## config.mk

```make
export PLATFORM = sky130hd
export DESIGN_NAME = argmax_camada_flat
export DESIGN_NICKNAME = d
export VERILOG_FILES = /design/src/rtl/argmax_camada_if.sv /design/src/rtl/argmax_camada.sv /design/src/flat_wrapper.sv
export SDC_FILE = /design/constraint.sdc
export NUM_CORES = 1
export LEC_CHECK = 0
export BUFFER_PORTS_ARGS = -buffer_cell sky130_fd_sc_hd__buf_2
export CAP_MARGIN = 30
export CELL_PAD_IN_SITES_DETAIL_PLACEMENT = 0
export CELL_PAD_IN_SITES_GLOBAL_PLACEMENT = 2
export CORE_MARGIN = 10
export CORE_UTILIZATION = 34
export CTS_CLUSTER_SIZE = 12
export DETAILED_ROUTE_END_ITERATION = 7
export PLACE_DENSITY_LB_ADDON = 0.2
export SYNTH_ARGS = -nofsm -noshare
export SYNTH_HDL_FRONTEND = slang
export SYNTH_SLANG_ARGS = --single-unit
```

## constraint.sdc

```tcl
create_clock -name clk -period 6.9 [get_ports clk]
set_clock_uncertainty 0.05 [all_clocks]
set_input_delay 0.345 -clock clk [delete_from_list [all_inputs] [get_ports clk]]
set_output_delay 0.345 -clock clk [all_outputs]
set_load 0.02 [all_outputs]
```

## src/rtl/argmax_camada_if.sv

```systemverilog
// Bus between the neural-network layer / result consumer and argmax_camada.
// Carries the captured layer outputs, the capture trigger and neuron count,
// and the valid/ack result handshake with its status flags.
interface argmax_camada_if #(
    parameter int N = 8
);
    logic [N-1:0] iR [0:19];
    logic         iFlagCamada;
    logic [4:0]   iQtdNeuronios;
    logic         iAck;
    logic [4:0]   oClasse;
    logic [N-1:0] oValor;
    logic         oValido;
    logic         oOcupado;
    logic         oPerdido;

    // Layer and consumer side: drives the layer outputs, flag, count and ack.
    modport master (
        output iR, iFlagCamada, iQtdNeuronios, iAck,
        input  oClasse, oValor, oValido, oOcupado, oPerdido
    );

    // argmax_camada side.
    modport slave (
        input  iR, iFlagCamada, iQtdNeuronios, iAck,
        output oClasse, oValor, oValido, oOcupado, oPerdido
    );
endinterface

```

## src/rtl/argmax_camada.sv

```systemverilog
// argmax_camada: captures 20 neuron outputs on a rising edge of the layer-done
// flag, scans the first qtd of them with a single comparator (one word per
// cycle) and presents the index/value of the largest through valid/ack.
// Ties keep the lower index. Flag edges seen while busy are reported on
// oPerdido and otherwise ignored.
module argmax_camada #(
    parameter int N     = 8,
    parameter int SINAL = 1
) (
    input  logic               clk,
    input  logic               iRst,
    argmax_camada_if.slave     bus
);

    typedef enum logic [1:0] {
        IDLE = 2'd0,
        SCAN = 2'd1,
        DONE = 2'd2
    } state_t;

    state_t       state_r;
    state_t       state_nxt_s;

    logic         flag_d;
    logic [N-1:0] buf_r [0:19];
    logic [4:0]   qtd_r;
    logic [N-1:0] max_r;
    logic [4:0]   idx_r;
    logic [4:0]   i_r;

    logic [4:0]   classe_r;
    logic [N-1:0] valor_r;
    logic         valido_r;
    logic         perdido_r;

    logic         rise_s;
    logic [4:0]   qtd_in_s;
    logic         maior_s;
    logic [N-1:0] max_nxt_s;
    logic [4:0]   idx_nxt_s;
    logic         scan_fim_s;

    // Strict "a greater than b" under the configured number format.
    function automatic logic maior(input logic [N-1:0] a, input logic [N-1:0] b);
        logic r;
        if (SINAL != 0) begin
            r = ($signed(a) > $signed(b));
        end else begin
            r = (a > b);
        end
        return r;
    endfunction

    // Edge detect, count clamping and the single-comparator scan step.
    always_comb begin
        rise_s = bus.iFlagCamada & ~flag_d;

        if (bus.iQtdNeuronios == 5'd0) begin
            qtd_in_s = 5'd1;
        end else if (bus.iQtdNeuronios > 5'd20) begin
            qtd_in_s = 5'd20;
        end else begin
            qtd_in_s = bus.iQtdNeuronios;
        end

        maior_s = maior(buf_r[i_r], max_r);
        if (maior_s) begin
            max_nxt_s = buf_r[i_r];
            idx_nxt_s = i_r;
        end else begin
            max_nxt_s = max_r;
            idx_nxt_s = idx_r;
        end

        scan_fim_s = (i_r == (qtd_r - 5'd1));
    end

    // Next-state logic of the IDLE/SCAN/DONE controller.
    always_comb begin
        state_nxt_s = state_r;
        case (state_r)
            IDLE: begin
                if (rise_s) begin
                    if (qtd_in_s == 5'd1) begin
                        state_nxt_s = DONE;
                    end else begin
                        state_nxt_s = SCAN;
                    end
                end else begin
                    state_nxt_s = IDLE;
                end
            end
            SCAN: begin
                if (scan_fim_s) begin
                    state_nxt_s = DONE;
                end else begin
                    state_nxt_s = SCAN;
                end
            end
            DONE: begin
                if (bus.iAck) begin
                    state_nxt_s = IDLE;
                end else begin
                    state_nxt_s = DONE;
                end
            end
            default: begin
                state_nxt_s = IDLE;
            end
        endcase
    end

    // Controller state register.
    always_ff @(posedge clk or posedge iRst) begin
        if (iRst) begin
            state_r <= IDLE;
        end else begin
            state_r <= state_nxt_s;
        end
    end

    // Capture buffer, scan registers and registered result outputs.
    always_ff @(posedge clk or posedge iRst) begin
        if (iRst) begin
            flag_d    <= 1'b0;
            qtd_r     <= 5'd0;
            max_r     <= '0;
            idx_r     <= 5'd0;
            i_r       <= 5'd0;
            classe_r  <= 5'd0;
            valor_r   <= '0;
            valido_r  <= 1'b0;
            perdido_r <= 1'b0;
            for (int k = 0; k < 20; k++) begin
                buf_r[k] <= '0;
            end
        end else begin
            flag_d    <= bus.iFlagCamada;
            perdido_r <= rise_s && (state_r != IDLE);
            case (state_r)
                IDLE: begin
                    if (rise_s) begin
                        for (int k = 0; k < 20; k++) begin
                            buf_r[k] <= bus.iR[k];
                        end
                        qtd_r <= qtd_in_s;
                        max_r <= bus.iR[0];
                        idx_r <= 5'd0;
                        i_r   <= 5'd1;
                        // A single neuron is its own maximum: present at once.
                        if (qtd_in_s == 5'd1) begin
                            classe_r <= 5'd0;
                            valor_r  <= bus.iR[0];
                            valido_r <= 1'b1;
                        end
                    end
                end
                SCAN: begin
                    max_r <= max_nxt_s;
                    idx_r <= idx_nxt_s;
                    i_r   <= i_r + 5'd1;
                    // Last word processed: publish including this step's result.
                    if (scan_fim_s) begin
                        classe_r <= idx_nxt_s;
                        valor_r  <= max_nxt_s;
                        valido_r <= 1'b1;
                    end
                end
                DONE: begin
                    if (bus.iAck) begin
                        valido_r <= 1'b0;
                    end
                end
                default: begin
                    valido_r <= 1'b0;
                end
            endcase
        end
    end

    assign bus.oClasse  = classe_r;
    assign bus.oValor   = valor_r;
    assign bus.oValido  = valido_r;
    assign bus.oPerdido = perdido_r;
    assign bus.oOcupado = (state_r == SCAN) || (state_r == DONE);

endmodule

```

## src/flat_wrapper.sv

```systemverilog
// flat-port wrapper written by rule: the top's interface ports become plain ports
module argmax_camada_flat 
#(
    parameter int N     = 8,
    parameter int SINAL = 1
)
  (clk, iRst, bus_iR, bus_iFlagCamada, bus_iQtdNeuronios, bus_iAck, bus_oClasse, bus_oValor, bus_oValido, bus_oOcupado, bus_oPerdido);
  argmax_camada_if #(.N(N)) bus_i ();
  input  logic clk;
  input  logic iRst;
  input wire logic [$bits(bus_i.iR)-1:0] bus_iR;
  input wire logic [$bits(bus_i.iFlagCamada)-1:0] bus_iFlagCamada;
  input wire logic [$bits(bus_i.iQtdNeuronios)-1:0] bus_iQtdNeuronios;
  input wire logic [$bits(bus_i.iAck)-1:0] bus_iAck;
  output wire logic [$bits(bus_i.oClasse)-1:0] bus_oClasse;
  output wire logic [$bits(bus_i.oValor)-1:0] bus_oValor;
  output wire logic [$bits(bus_i.oValido)-1:0] bus_oValido;
  output wire logic [$bits(bus_i.oOcupado)-1:0] bus_oOcupado;
  output wire logic [$bits(bus_i.oPerdido)-1:0] bus_oPerdido;
  assign bus_i.iR = {>>{bus_iR}};
  assign bus_i.iFlagCamada = bus_iFlagCamada;
  assign bus_i.iQtdNeuronios = bus_iQtdNeuronios;
  assign bus_i.iAck = bus_iAck;
  assign bus_oClasse = bus_i.oClasse;
  assign bus_oValor = bus_i.oValor;
  assign bus_oValido = bus_i.oValido;
  assign bus_oOcupado = bus_i.oOcupado;
  assign bus_oPerdido = bus_i.oPerdido;
  argmax_camada #(.N(N), .SINAL(SINAL)) u_core (.clk(clk), .iRst(iRst), .bus(bus_i));
endmodule
```

Word-level counts from Yosys, hierarchy flattened. Index checks and enable logic that the tools add are counted.

Register bits after elaboration: 201. Latch bits: 0. Bits in writable memories: 0. Memory bits (read-only): 0. Input bits: 169. Output and inout bits: 16. Word-level logic and storage cells: 87. Memories kept: 0.

Add/subtract/negate cells: 2. Multiply operators: 0. Div/mod/pow operators: 0. $lt $le $gt $ge: 3. Equal/unequal tests: 8. Shifts and indexed selects: 0. Multiplexer cells: 31. Bitwise operators: 3. Reduce and logical (&&, ||, !) cells: 10.

Operators by type and width (count): $mux 8 (7); $bmux 8 s5 (1); $mux 5 (8); $pmux 8 s2 (2); $pmux 5 s2 (3); $gt 8x8->1 (1); $mux 2 (4); $reduce_and 4->1 (2); $ge 6x6->1 const B (1); $ne 2x1->1 const B (3); $not 5->6 (1); $pmux 2 s3 (1); $add 5x1->5 const B (1); $eq 5x1->1 const B (1); $eq 5x5->1 (1); $gt 5x5->1 const B (1); $logic_not 5->1 (1); $sub 5x1->5 const B (1); $mux 1 (4); $reduce_and 2->1 (2); $reduce_bool 2->1 (2); $pmux 1 s3 (1); $eq 2x1->1 const B (1); $eq 2x2->1 const B (1); 6 further kinds (6).

Logic depth before layout (Yosys ltp).
Depth in word-level cells: 8. Gate-level depth with buffers: 17.

Least setup slack after synthesis. Ideal clock, no wire load.

Path kind: register to register. From: register u_core.i_r[0]. To: register u_core.classe_r[1], in the netlist u_core.bus.oClasse[1]. Setup time: 0.121 ns. Arrival: 3.172 ns. Required time: 6.729 ns. Path slack: 3.557 ns. Stages on the path, launching flop included: 15. Path buffers: 3. Clock period less this slack: 3.343 ns. Cell sequence: dfrtp_1 -> buf_2 -> buf_1 -> mux4_2 -> nand2_1 -> and3_1 -> inv_1 -> ha_1 -> nand4_2 -> a211o_1 -> and4b_4 -> or2_1 -> buf_6 -> mux2_4 -> a22o_1.

Longest elaborated chain between the ends: 8.

RTL lines: from (decl) (RTL line argmax_camada.sv:29) `logic [4:0] i_r;`; from (signal assigned) (RTL line argmax_camada.sv:161) `i_r <= i_r + 5'd1;`; $not 5->6 (not written as such) (RTL line argmax_camada.sv:66) `maior_s = maior(buf_r[i_r], max_r);`; $bmux 8 s5 (RTL line argmax_camada.sv:66); $mux 8 (not written as such) (2 in series) (RTL line argmax_camada.sv:66); $gt 8x8->1 (RTL line argmax_camada.sv:47) `r = ($signed(a) > $signed(b));`; $mux 5 (RTL line argmax_camada.sv:67) `if (maior_s) begin`; $mux 5 (RTL line argmax_camada.sv:163) `if (scan_fim_s) begin`; $pmux 5 s2 (RTL line argmax_camada.sv:140) `case (state_r)`; to (signal assigned) (RTL line argmax_camada.sv:164) `classe_r <= idx_nxt_s;`; to (decl) (RTL line argmax_camada.sv:31) `logic [4:0] classe_r;`.

Parallel ways exist; a longest one is shown, timed or not. The select of a mux whose other input is x is not followed. A chain may end at the register's enable or synchronous reset.

Worst setup path after layout.
From: register u_core.i_r[3]. To: register u_core.classe_r[2], in the netlist u_core.bus.oClasse[2].

Same word-level chain as after synthesis.

==> flow_metrics.py <==
metrics = {
    "finish": {
        "area_growth_pct": 33.33,
        "layout_commonest_cell": "nand2_1",
        "final_core_util_pct": 45.81,
        "final_cell_mix": "nand2_1, dfrtp_1, buf_2",
        "fin_nets": 1568,
        "fin_area_mm2": 0.01308,
        "num_antenna_cells": 0,
        "final_cells": 1787,
        "drive_gt1_share_pct": 18.89,
    },
    "placement": {
        "hpwl_um": 22350,
        "port_buffers": 184,
        "post-place-ws_ns": 2.400,
        "dpl-instance-area_mm2": 0.01100,
        "place_congestion": 0.8449,
        "dp.cells": 1617,
    },
    "cts": {
        "cts-resized-gates": 0,
        "cts_buffers": 25,
        "clock-root-buffer": "clkbuf_16",
        "htreeDepth": 1,
        "clkSinkCount": 201,
        "cts_tree": "yes",
        "postCtsSetupBuffers": 0,
        "holdBufCountCts": 121,
        "clk_latency_ns": 0.51,
        "cts.clk_slew.worst_paths_ns": 0.06,
        "clk_path_buf_depth": 3,
    },
    "global_routing": {
        "grt_max_degree": 173,
        "grt_pass1_vias": 8742,
        "gr-total-overflow": 0,
        "antenna_found_initial": 0,
        "grtUsageTotal_pct": 17.08,
        "grt_pass1_wl_um": 49300,
    },
    "min_path": {
        "holdPathStages": 3,
        "worst_hold_path_type": "in -> reg",
    },
    "die": {
        "fp.dieW_um": 189.9,
        "start_util_pct": 34.36,
        "ios": 185,
        "chipHeight_um": 189.9,
        "core_mm2": 0.02855,
        "rows": 62,
        "die_area_mm2": 0.03604,
    },
    "synthesis": {
        "yosysUniqueCellTypes": 55,
        "synth_edf_count": 0,
        "synthCells": 1107,
        "yosysSeqAreaShare_pct": 51.28,
        "syn-num-nets": 1290,
        "syn-cell-area_mm2": 0.009809,
        "syn-mean-instance-area_um2": 8.861,
        "synth_ff_type": "dfrtp_1",
        "synth-seq-cells": 201,
        "ys_warn_count": 0,
        "async_flop_share_pct": 100.0,
    },
    "timing": {
        "fin_setup_tns_ns": 0,
        "postLayoutSetupSlackWorst_ns": 2.413,
        "maxSlewHeadroom_pct": 35.98,
        "min_period_over_period_pct": 65.03,
        "min_period_ns": 4.487,
        "hold_viol_final": 0,
        "report.final.slew_viol_count": 0,
        "setup_violations": 0,
        "rsz0062_at_grt": "no",
        "worst_pin_slew_ns": 0.9603,
        "holdWs_ns": 0.006198,
        "max_clock_freq_mhz": 222.9,
    },
    "route": {
        "vias": 8386,
        "first_pass_iters": 7,
        "dr.first_iter.drc_count": 527,
        "vias_per_cell": 4.693,
        "drt-total-wl_um": 31340,
        "postRouteAntennaNets": 0,
        "drc": 0,
        "wl_per_cell_um": 17.54,
    },
    "critical_path": {
        "required_ns": 7.24,
        "worst_ep_arrival_time_ns": 4.83,
        "cp_max_fo": 29,
        "ff2ff_path_depth": 14,
        "critPathKind": "reg -> reg",
        "setup.worst_path.end_class": "flip-flop",
        "r2r_setup_slack_ns": 2.41,
        "start_kind": "flip-flop",
    },
    "run_status": {
        "status": "completed",
    },
    "power_and_ir_drop": {
        "power_density_mw_per_mm2": 466.3,
        "leakagePower_nw": 6.500,
        "ir_worst_vdd_v": 0.0003366,
        "power_mw": 6.099,
    },
    "flow_run": {
        "drv_cap": 0,
    },
}
[power by group]
part	total, mW	internal (mW)	switching (mW)
clock network	1.25	0.755	0.496
registers	2.09	1.72	0.376
logic	2.75	1.13	1.62
[cell usage after synthesis (3+ instances only)]
library cell / instances / share of area [%]
nand2_1: 518 / 20
dfrtp_1: 201 / 51
mux2i_1: 64 / 6.5
clkbuf_1: 34 / 1.3
a21oi_1: 30 / 1.5
nor2_1: 26 / 0.99
inv_1: 22 / 0.84
nand3_1: 22 / 1.1
a22oi_1: 19 / 1.5
ha_1: 14 / 1.8
buf_1: 12 / 0.46
o21ai_0: 11 / 0.56
a31oi_1: 9 / 0.57
o22a_1: 9 / 0.80
buf_2: 8 / 0.41
mux4_2: 8 / 1.8
nor3_1: 8 / 0.41
a22o_1: 6 / 0.54
and3_1: 6 / 0.38
buf_4: 6 / 0.46
nor2b_1: 6 / 0.38
o32a_1: 6 / 0.61
buf_6: 5 / 0.57
nand2b_1: 5 / 0.32
xor2_1: 5 / 0.45
a32o_1: 4 / 0.41
mux2_4: 4 / 0.61
xnor2_1: 4 / 0.36
or2_2: 3 / 0.19
[logic make-up after synthesis]
kind of cell / share of synthesized area, %
XOR/XNOR: 0.8035
flip-flops: 51.28
adder cells (fa/ha/maj): 1.786
buffers and inverters: 4.171
AO/OA/AOI/OAI: 7.908
multiplexers: 8.980
AND/OR/NAND/NOR: 25.08
[worst paths after layout]
check | start | endpoint
max in group asynchronous | iRst | u_core.buf_r[142]
max | u_core.i_r[3] | u_core.bus.oClasse[2]
min in group asynchronous | iRst | u_core.buf_r[77]
max reg2reg | u_core.i_r[3] | u_core.bus.oClasse[2]
min reg2reg | u_core.buf_r[57] | u_core.buf_r[57]
min | bus_iR[51] | u_core.buf_r[51]
[routing by layer]
layer | GRT usage (%) | wire [um]
met1 | 25.05 | 15350
met2 | 25.38 | 13890
met3 | 3.369 | 1536
met4 | 3.755 | 564
met5 | 0 | 0
[critical path, stage by stage, from the launching register on]
cell	delay (ns)
dfrtp_2	0.95
buf_4	0.38
nor2b_1	0.45
nand2_1	0.09
nand3_1	0.11
and3_1	0.23
inv_1	0.06
ha_1	0.31
nand4_2	0.12
a211o_1	0.27
a21oi_1	0.30
or2_1	0.33
buf_16	0.21
mux2_4	0.30
a22o_1	0.19
[layout make-up]
type,count,area [um2]
fill,2897,15470
sequential,201,5032
multi-input combinational,817,4378
timing repair buffer,318,2307
clock buffer,42,769.5
tap,384,480.5
inverter,22,90.09
clock inverter,3,21.27
[registers in the layout, indices dropped and copies added, names as in the netlist]
signal	cells
u_core.max_r	8
u_core.bus.oValido	1
u_core.bus.oValor	8
u_core.buf_r	160
u_core.flag_d	1
u_core.bus.oPerdido	1
u_core.idx_r	5
u_core.state_r	2
u_core.bus.oClasse	5
u_core.qtd_r	5
u_core.i_r	5
No activity file was read; power rests on OpenSTA's default activity.
